File: src/rtl/synth_pkg.sv
// synth_pkg: shared types and helpers for the synth voice path.
// Holds the allocator FSM state encoding, a clog2 helper and the default voice count.
package synth_pkg;
  typedef enum logic [1:0] {IDLE = 2'd0, SCAN = 2'd1, COMMIT = 2'd2} state_e;
  localparam int DEF_CHANNELS = 16;
  function automatic int clog2(input int v);
    int r = 0;
    for (int p = 1; p < v; p = p * 2) r++;
    return r;
  endfunction
endpackage

File: src/rtl/voice_allocator_if.sv
// voice_allocator_if: note event handshake between event source and allocator.
// valid/ready handshake; on = note-on (1) or note-off (0); key = note number; vel = velocity.
interface voice_allocator_if #(
  parameter int KEY_BITS = 7,
  parameter int VEL_BITS = 7
);
  logic                valid;
  logic                ready;
  logic                on;
  logic [KEY_BITS-1:0] key;
  logic [VEL_BITS-1:0] vel;
  modport master (output valid, on, key, vel, input ready);
  modport slave  (input valid, on, key, vel, output ready);
endinterface

File: src/rtl/voice_age.sv
// voice_age: per-channel saturating age counters and oldest-channel search.
// Ports: clk, rst; bump_i ages all gated channels and zeroes target_i; gate_i current gates;
// oldest_o lowest-indexed channel holding the maximum age.
module voice_age import synth_pkg::*; #(
  parameter int NUM_CHANNELS = DEF_CHANNELS,
  parameter int AGE_BITS     = 8,
  parameter int IW           = clog2(DEF_CHANNELS)
) (
  input  logic                    clk,
  input  logic                    rst,
  input  logic                    bump_i,
  input  logic [IW-1:0]           target_i,
  input  logic [NUM_CHANNELS-1:0] gate_i,
  output logic [IW-1:0]           oldest_o
);
  logic [AGE_BITS-1:0] age_q [NUM_CHANNELS];
  logic [AGE_BITS-1:0] best;
  always_ff @(posedge clk) begin
    if (rst) begin
      for (int i = 0; i < NUM_CHANNELS; i++) age_q[i] <= '0;
    end else if (bump_i) begin
      for (int i = 0; i < NUM_CHANNELS; i++)
        age_q[i] <= (IW'(i) == target_i) ? '0 :
                    (gate_i[i] && age_q[i] != '1) ? age_q[i] + 1'b1 : age_q[i];
    end
  end
  // strict compare keeps the lowest index on ties
  always_comb begin
    oldest_o = '0;
    best     = '0;
    for (int i = 0; i < NUM_CHANNELS; i++)
      if (age_q[i] > best) begin
        best     = age_q[i];
        oldest_o = IW'(i);
      end
  end
endmodule

File: src/rtl/voice_allocator.sv
// voice_allocator: assigns note-on/off events to synth channels and drives gate/key/velocity.
// Ports: clk, rst; evt event handshake (slave); all_off_i panic; available_i envelope idle flags;
// gate_o held notes; trig_o envelope restart pulses; chan_key_o/chan_vel_o packed per-channel
// key and velocity; busy_o event in progress; steal_o pulse when a gated voice is taken.
module voice_allocator import synth_pkg::*; #(
  parameter int NUM_CHANNELS = DEF_CHANNELS,
  parameter int KEY_BITS     = 7,
  parameter int VEL_BITS     = 7,
  parameter int AGE_BITS     = 8
) (
  input  logic                             clk,
  input  logic                             rst,
  voice_allocator_if.slave                 evt,
  input  logic                             all_off_i,
  input  logic [NUM_CHANNELS-1:0]          available_i,
  output logic [NUM_CHANNELS-1:0]          gate_o,
  output logic [NUM_CHANNELS-1:0]          trig_o,
  output logic [KEY_BITS*NUM_CHANNELS-1:0] chan_key_o,
  output logic [VEL_BITS*NUM_CHANNELS-1:0] chan_vel_o,
  output logic                             busy_o,
  output logic                             steal_o
);
  localparam int IW = NUM_CHANNELS > 1 ? clog2(NUM_CHANNELS) : 1;
  state_e state_q, state_d;
  logic [IW-1:0] idx_q, match_q, free_q, rel_q, old_w, tgt;
  logic match_vld_q, free_vld_q, rel_vld_q, on_q;
  logic [KEY_BITS-1:0] ekey_q;
  logic [VEL_BITS-1:0] evel_q;
  logic [KEY_BITS-1:0] key_q [NUM_CHANNELS];
  logic [VEL_BITS-1:0] vel_q [NUM_CHANNELS];
  logic [NUM_CHANNELS-1:0] gate_q, trig_q;
  logic steal_q, accept, do_on, do_off, last;
  assign evt.ready = state_q == IDLE && !all_off_i;
  assign accept    = evt.valid && evt.ready;
  assign last      = idx_q == IW'(NUM_CHANNELS - 1);
  always_comb begin
    state_d = state_q;
    state_d = all_off_i         ? IDLE :
              state_q == IDLE   ? (accept ? SCAN : IDLE) :
              state_q == SCAN   ? (last ? COMMIT : SCAN) : IDLE;
  end
  always_ff @(posedge clk) state_q <= rst ? IDLE : state_d;
  // all_off aborts a pending COMMIT, so neither update path fires under it
  assign tgt    = match_vld_q ? match_q : free_vld_q ? free_q : rel_vld_q ? rel_q : old_w;
  assign do_on  = state_q == COMMIT && !all_off_i && on_q;
  assign do_off = state_q == COMMIT && !all_off_i && !on_q && match_vld_q;
  always_ff @(posedge clk) begin
    if (rst) begin
      idx_q       <= '0;
      match_q     <= '0;
      free_q      <= '0;
      rel_q       <= '0;
      match_vld_q <= 1'b0;
      free_vld_q  <= 1'b0;
      rel_vld_q   <= 1'b0;
      on_q        <= 1'b0;
      ekey_q      <= '0;
      evel_q      <= '0;
    end else if (accept) begin
      idx_q       <= '0;
      match_vld_q <= 1'b0;
      free_vld_q  <= 1'b0;
      rel_vld_q   <= 1'b0;
      on_q        <= evt.on && |evt.vel;
      ekey_q      <= evt.key;
      evel_q      <= evt.vel;
    end else if (state_q == SCAN) begin
      idx_q <= idx_q + IW'(1);
      if (!match_vld_q && gate_q[idx_q] && key_q[idx_q] == ekey_q) begin
        match_vld_q <= 1'b1;
        match_q     <= idx_q;
      end
      if (!free_vld_q && !gate_q[idx_q] && available_i[idx_q]) begin
        free_vld_q <= 1'b1;
        free_q     <= idx_q;
      end
      if (!rel_vld_q && !gate_q[idx_q]) begin
        rel_vld_q <= 1'b1;
        rel_q     <= idx_q;
      end
    end
  end
  always_ff @(posedge clk) begin
    if (rst) begin
      gate_q  <= '0;
      trig_q  <= '0;
      steal_q <= 1'b0;
      for (int i = 0; i < NUM_CHANNELS; i++) begin
        key_q[i] <= '0;
        vel_q[i] <= '0;
      end
    end else begin
      trig_q  <= '0;
      steal_q <= 1'b0;
      if (all_off_i) gate_q <= '0;
      else if (do_on) begin
        gate_q[tgt] <= 1'b1;
        key_q[tgt]  <= ekey_q;
        vel_q[tgt]  <= evel_q;
        trig_q[tgt] <= 1'b1;
        steal_q     <= !match_vld_q && !free_vld_q && !rel_vld_q;
      end else if (do_off) gate_q[match_q] <= 1'b0;
    end
  end
  voice_age #(.NUM_CHANNELS(NUM_CHANNELS), .AGE_BITS(AGE_BITS), .IW(IW)) u_age (
    .clk      (clk),
    .rst      (rst),
    .bump_i   (do_on),
    .target_i (tgt),
    .gate_i   (gate_q),
    .oldest_o (old_w)
  );
  for (genvar g = 0; g < NUM_CHANNELS; g++) begin : g_pack
    assign chan_key_o[g*KEY_BITS +: KEY_BITS] = key_q[g];
    assign chan_vel_o[g*VEL_BITS +: VEL_BITS] = vel_q[g];
  end
  assign gate_o  = gate_q;
  assign trig_o  = trig_q;
  assign steal_o = steal_q;
  assign busy_o  = state_q != IDLE;
endmodule

File: src/flat_wrapper.sv
// flat-port wrapper written by rule: the top's interface ports become plain ports
module voice_allocator_flat import synth_pkg::*;
#(
  parameter int NUM_CHANNELS = DEF_CHANNELS,
  parameter int KEY_BITS     = 7,
  parameter int VEL_BITS     = 7,
  parameter int AGE_BITS     = 8
)
  (clk, rst, all_off_i, available_i, gate_o, trig_o, chan_key_o, chan_vel_o, busy_o, steal_o, evt_valid, evt_on, evt_key, evt_vel, evt_ready);
  voice_allocator_if #(.KEY_BITS(KEY_BITS), .VEL_BITS(VEL_BITS)) evt_i ();
  input  logic clk;
  input  logic rst;
  input  logic all_off_i;
  input  logic [NUM_CHANNELS-1:0] available_i;
  output logic [NUM_CHANNELS-1:0] gate_o;
  output logic [NUM_CHANNELS-1:0] trig_o;
  output logic [KEY_BITS*NUM_CHANNELS-1:0] chan_key_o;
  output logic [VEL_BITS*NUM_CHANNELS-1:0] chan_vel_o;
  output logic busy_o;
  output logic steal_o;
  input wire logic [$bits(evt_i.valid)-1:0] evt_valid;
  input wire logic [$bits(evt_i.on)-1:0] evt_on;
  input wire logic [$bits(evt_i.key)-1:0] evt_key;
  input wire logic [$bits(evt_i.vel)-1:0] evt_vel;
  output wire logic [$bits(evt_i.ready)-1:0] evt_ready;
  assign evt_i.valid = evt_valid;
  assign evt_i.on = evt_on;
  assign evt_i.key = evt_key;
  assign evt_i.vel = evt_vel;
  assign evt_ready = evt_i.ready;
  voice_allocator #(.NUM_CHANNELS(NUM_CHANNELS), .KEY_BITS(KEY_BITS), .VEL_BITS(VEL_BITS), .AGE_BITS(AGE_BITS)) u_core (.clk(clk), .rst(rst), .evt(evt_i), .all_off_i(all_off_i), .available_i(available_i), .gate_o(gate_o), .trig_o(trig_o), .chan_key_o(chan_key_o), .chan_vel_o(chan_vel_o), .busy_o(busy_o), .steal_o(steal_o));
endmodule
File: config.mk
export PLATFORM = sky130hd
export DESIGN_NAME = voice_allocator_flat
export DESIGN_NICKNAME = d
export VERILOG_FILES = /design/src/rtl/synth_pkg.sv /design/src/rtl/voice_allocator_if.sv /design/src/rtl/voice_age.sv /design/src/rtl/voice_allocator.sv /design/src/flat_wrapper.sv
export SDC_FILE = /design/constraint.sdc
export NUM_CORES = 1
export LEC_CHECK = 0
export CORE_ASPECT_RATIO = 1.25
export CORE_MARGIN = 2
export CORE_UTILIZATION = 60
export CTS_BUF_LIST = sky130_fd_sc_hd__clkbuf_4 sky130_fd_sc_hd__clkbuf_8
export DETAILED_ROUTE_END_ITERATION = 8
export PLACE_DENSITY_LB_ADDON = 0.08
export SLEW_MARGIN = 20
export SYNTH_ARGS = -nofsm -noshare
export SYNTH_HDL_FRONTEND = slang
export SYNTH_SLANG_ARGS = --single-unit
export TNS_END_PERCENT = 100
File: constraint.sdc
create_clock -name clk -period 86.4 [get_ports clk]
set_clock_uncertainty 0.1 [all_clocks]
set_input_delay 17.28 -clock clk [delete_from_list [all_inputs] [get_ports clk]]
set_output_delay 17.28 -clock clk [all_outputs]
set_load 0.1 [all_outputs]
=== Yosys cells after proc, flatten, opt, wreduce, memory -nomap -nowiden ===
Memory sizes are Yosys's and may differ from the RTL's. A register that Yosys moved wholly into a read port is not among the register bits.
Cells that the tools add are included.

* Add/subtract/negate cells: 17
* $lt $le $gt $ge: 21
* Equality and inequality tests: 35
* Mux-type cells: 111
* Bitwise logic cells: 21
* Reductions and logical operators: 54

{| class="wikitable"
|+ Operator list
! kind !! number
|-
| $mux 8 || 63
|-
| $add 8x1->8 const B || 16
|-
| $ne 8x8->1 const B || 16
|-
| $gt 8x8->1 || 15
|-
| $mux 4 || 21
|-
| $eq 4x4->1 const A || 8
|-
| $logic_and 1x1->1 || 32
|-
| $mux 16 || 2
|-
| $reduce_or 7->1 || 3
|-
| $and 16x16->16 || 1
|-
| $eq 3x4->1 const A || 4
|-
| $mux 1 || 16
|-
| $not 16->16 || 1
|-
| $or 1x1->1 || 16
|-
| $or 16x16->16 || 1
|-
| $lt 4x5->1 const B || 3
|-
| $mux 7 || 2
|-
| $reduce_and 3->1 || 3
|-
| $bmux 1 s4 || 2
|-
| $demux 1 s4 || 2
|-
| $eq 2x4->1 const A || 2
|-
| $ge 4x1->1 const B || 2
|-
| $gt 8x1->1 const B || 1
|-
| $eq 7x7->1 || 1
|-
| other kinds (14) || 26
|}

* Register bits: 69
* Bits in writable memories: 352
* Input bits: 35
* Output and inout port bits: 259
* Memories: 3

{| class="wikitable"
|+ Memory list
! name !! depth !! bits a word !! rd ports !! clocked after memory_dff !! wr ports !! line !! text
|-
| u_core.u_age.age_q || 16 || 8 || 16 || 0 || 16 || voice_age.sv:16 || <nowiki>logic [AGE_BITS-1:0] age_q [NUM_CHANNELS];</nowiki>
|-
| u_core.key_q || 16 || 7 || 17 || 1 || 16 || voice_allocator.sv:29 || <nowiki>logic [KEY_BITS-1:0] key_q [NUM_CHANNELS];</nowiki>
|-
| u_core.vel_q || 16 || 7 || 16 || 0 || 16 || voice_allocator.sv:30 || <nowiki>logic [VEL_BITS-1:0] vel_q [NUM_CHANNELS];</nowiki>
|}

=== Longest topological paths before layout ===
An unclocked memory read counts as a cell.

* Depth after elaboration: 42
* Gate-level depth with buffers: 171
* Depth with buffers taken out: 159

=== Cells and area by module ===
Synthesis repeated with hierarchy kept, for this count alone.

* Cell total of the unflattened synthesis: 2273
* Area, all modules: 24239.5 µm²

{| class="wikitable"
|+ Modules (own cells, without submodules)
! module !! times used !! cells each !! area an instance (µm²) !! sequential area each (µm²)
|-
| voice_allocator || 1 || 965 || 12568.3 || 8187.9
|-
| voice_age || 1 || 1308 || 11671.2 || 3843.7
|}

=== Worst setup path after synthesis ===
No wires, ideal clock.

* Path type: in2out
* Start point: input all_off_i
* End point: output evt_ready
* Arrival: 19386 ps
* Required time: 69020 ps
* Path slack: 49634 ps
* Stages: 1
* Buffers on the path: 0
* Path through: nor3_1

* Longest elaborated chain between the ends: 2

{| class="wikitable"
|+ Ends and longest elaborated chain
! item !! line !! text
|-
| start, declared || flat_wrapper.sv:13 || <nowiki>input logic all_off_i;</nowiki>
|-
| $logic_not 1->1 || voice_allocator.sv:33 || <nowiki>assign evt.ready = state_q == IDLE && !all_off_i;</nowiki>
|-
| $logic_and 1x1->1 || voice_allocator.sv:33 ||
|-
| end, declared || flat_wrapper.sv:25 || <nowiki>output wire logic [$bits(evt_i.ready)-1:0] evt_ready;</nowiki>
|}

Every way passes these cells.

=== Worst setup path in the final report ===
Same ends and word-level chain as after synthesis.

==> reports/qor.yml <==
status: "completed"
ctsResizeCount: 0
cp-end-kind: "output port"
regToRegSetupSlack_ns: 52.23
drtIter0Drc: 1769
worst-path-buf-inv: 2
slew_viol_final: 0
setup_viol: 0
ys_ff_latch: 425
coreArea_sq_mm: 0.0400
ant_nets: 0
rr_startpoint: "u_core.u_age.age_q[0][1]$_SDFFCE_PP0P_"
place.gp.congestion: 0.907
hold_buffers: 0
arrival_ns: 19.52
relSlewSlack_pct: 17.8
drt-pass1-iter-count: 5
synth_top_area_cell: "edfxtp_1"
drive_above_1_share_pct: 14.3
path_class: "input port to output port"
final_cells: 3036
die_y_um: 229
clk_pin_slew_ns: 0.07
clock.fmax_mhz: 27.1
tightest_slew_ns: 1.23
cts.sinks: 425
synth_most_common_cell: "edfxtp_1"
slowest_stage: "clkdlybuf4s50_1"
yosysTopAreaCellShare_pct: 43.5
synth_area_leaders: "edfxtp_1 (43%), ha_1 (6.6%), dfxtp_1 (6.0%), mux4_2 (4.2%), nor2_1 (3.1%)"
synth_flop_cell: "edfxtp_1"
hpwl_um: 51800
clock_path_buffers: 3
ctsHtreeMaxLevel: 3
cp.required_ns: 69.02
root_buffer: "clkbuf_8"
cpLargestDelayFamily: "buffers and inverters"
setup_tns_ns: 0
synth_nets: 2356
cts_tree: "done"
dr_total_vias: 19100
fillers: 2762
max_cap_viol_count: 0
hp-class: "flip-flop to flip-flop"
synth_edf_count: 352
ios: 294
max_stage_delay_ns: 1.26
wire_per_inst_um: 23.6
synthesis.instances: 2193
hold_start: "u_core.evel_q[4]$_SDFFE_PP0P_"
grt_pass1_vias: 18700
crit_fanout: 4
placementRows: 82
syn_area_sq_mm: 0.0243
synth.distinct_cells: 85
io_buffers: 293
dp_cells: 2909
layout_min_cycle_time_ns: 36.90
grt_max_degree: 69
cp_common_cell: "clkdlybuf4s50_1"
synth_common_cells: "edfxtp_1 (352), nor2_1 (204), inv_1 (145)"
cp-startpoint: "all_off_i"
path_cells: "clkdlybuf4s50_1, nor3_1, clkdlybuf4s50_1"
antenna_found_initial: 2
die_x_um: 184
route.detailed.drc: 0
synth_warnings: 0
post_cts_buffers: 0
avgViaCountPerCell: 6.30
async_flop_share_pct: 0
clock_latency_ns: 0.64
grtUsageTotal_pct: 33.7
dieArea_sq_mm: 0.0422
numCtsBuffers: 69
finalHoldViolCount: 0
start_util_pct: 60.8
synth-seq-area-share_pct: 49.5
avgSynthCellArea_sq_um: 11.1
grt_pass1_wl_um: 108000
synthToLayoutAreaGrowth_pct: 20.2
rsz0062_at_grt: "no"
wl_um: 71600
start_kind: "input port"
overflow: 0
min_period_over_period_pct: 42.7
finalNetCount: 2639
[worst register-to-register path, delay by kind of cell (launching register included)]
kind,cells,cell delay [ns]
mux,12,4.46
fa+ha+maj,17,4.73
flops,1,0.43
buf+inv,14,1.89
simple gates,36,7.22
compound gates,66,15.00
[cell usage in the layout (no fill, tap or decap), drive strengths merged, types with 13 or more instances in the layout]
cell type and n:
nand2b 17, mux4 45, and2 54, clkinv 20, mux2i 48, nor2 204
buf 43, nand2 102, xor2 53, edfxtp 352, nor3 199, o21ai 86
and3 32, clkbuf 92, o211ai 20, nand3 77, clkdlybuf4s50 291, nor2b 18
a21o 23, o31ai 14, mux2 47, nand4 43, dfxtp 73, xnor2 59
inv 151, a21oi 90, ha 128, a31oi 13
[layer usage]
metal	vias up	wire length (um)	GRT usage, %
li1	8651	-	-
met1	9266	25200	38.5
met2	989	36000	58.9
met3	207	6500	7.51
met4	0	3830	17.3
met5	-	0	0
[logic make-up after synthesis]
kind of cell / after synthesis / share of synthesized area (%)
and+or+nand+nor: 781 / 17.1
xor gates and xnor gates: 112 / 4.03
DFF: 425 / 49.5
muxes: 140 / 8.39
buffers and inverters: 269 / 4.44
adders and majority gates: 130 / 6.67
AOI/OAI and AO/OA: 336 / 9.92
[sequential cells by signal, indices dropped and copies added, names as in the netlist, named ones only]
register            flops
u_core.rel_vld_q        1
u_core.gate_o          16
u_core.evel_q           7
u_core.idx_q            4
u_core.match_q          4
u_core.ekey_q           7
u_core.rel_q            4
u_core.key_q          112
u_core.vel_q          112
u_core.state_q          2
u_core.u_age.age_q    128
u_core.free_vld_q       1
u_core.free_q           4
u_core.match_vld_q      1
u_core.steal_o          1
u_core.trig_o          16
u_core.on_q             1
[worst paths after layout]
kind	depth (start not counted)	to
setup / recovery	3	evt_ready
hold / removal	2	u_core.evel_q[4]$_SDFFE_PP0P_
setup reg to reg	145	u_core.key_q[9][4]$_SDFFCE_PN0P_
hold reg to reg	2	u_core.evel_q[4]$_SDFFE_PP0P_
[final cells by class]
cell class / instances / area [sq um] / area share (%)
Tap cell: 504 / 631 / 2.16
Inverter: 147 / 552 / 1.89
Multi-Input combinational cell: 1499 / 11300 / 38.6
Clock buffer: 92 / 1160 / 3.97
Timing Repair Buffer: 334 / 3230 / 11.1
Clock inverter: 33 / 345 / 1.18
Antenna cell: 2 / 5.00 / 0.0171
Sequential cell: 425 / 12000 / 41.2
[per-stage QoR]
stage	utilization [%]	cell area, sq um	worst slack, ns	hold WS (ns)
floorplan	-	24300	49.63	0.353
global placement	69.3	27700	49.54	0.374
detailed placement	69.3	27700	49.56	0.385
CTS	73.0	29200	49.55	0.396
global route	73.0	29200	49.52	0.417
finish	73.0	29200	49.50	0.395
Power is not shown: default switching activity piles up to over one toggle a cycle in this logic, so the estimate is an artifact.
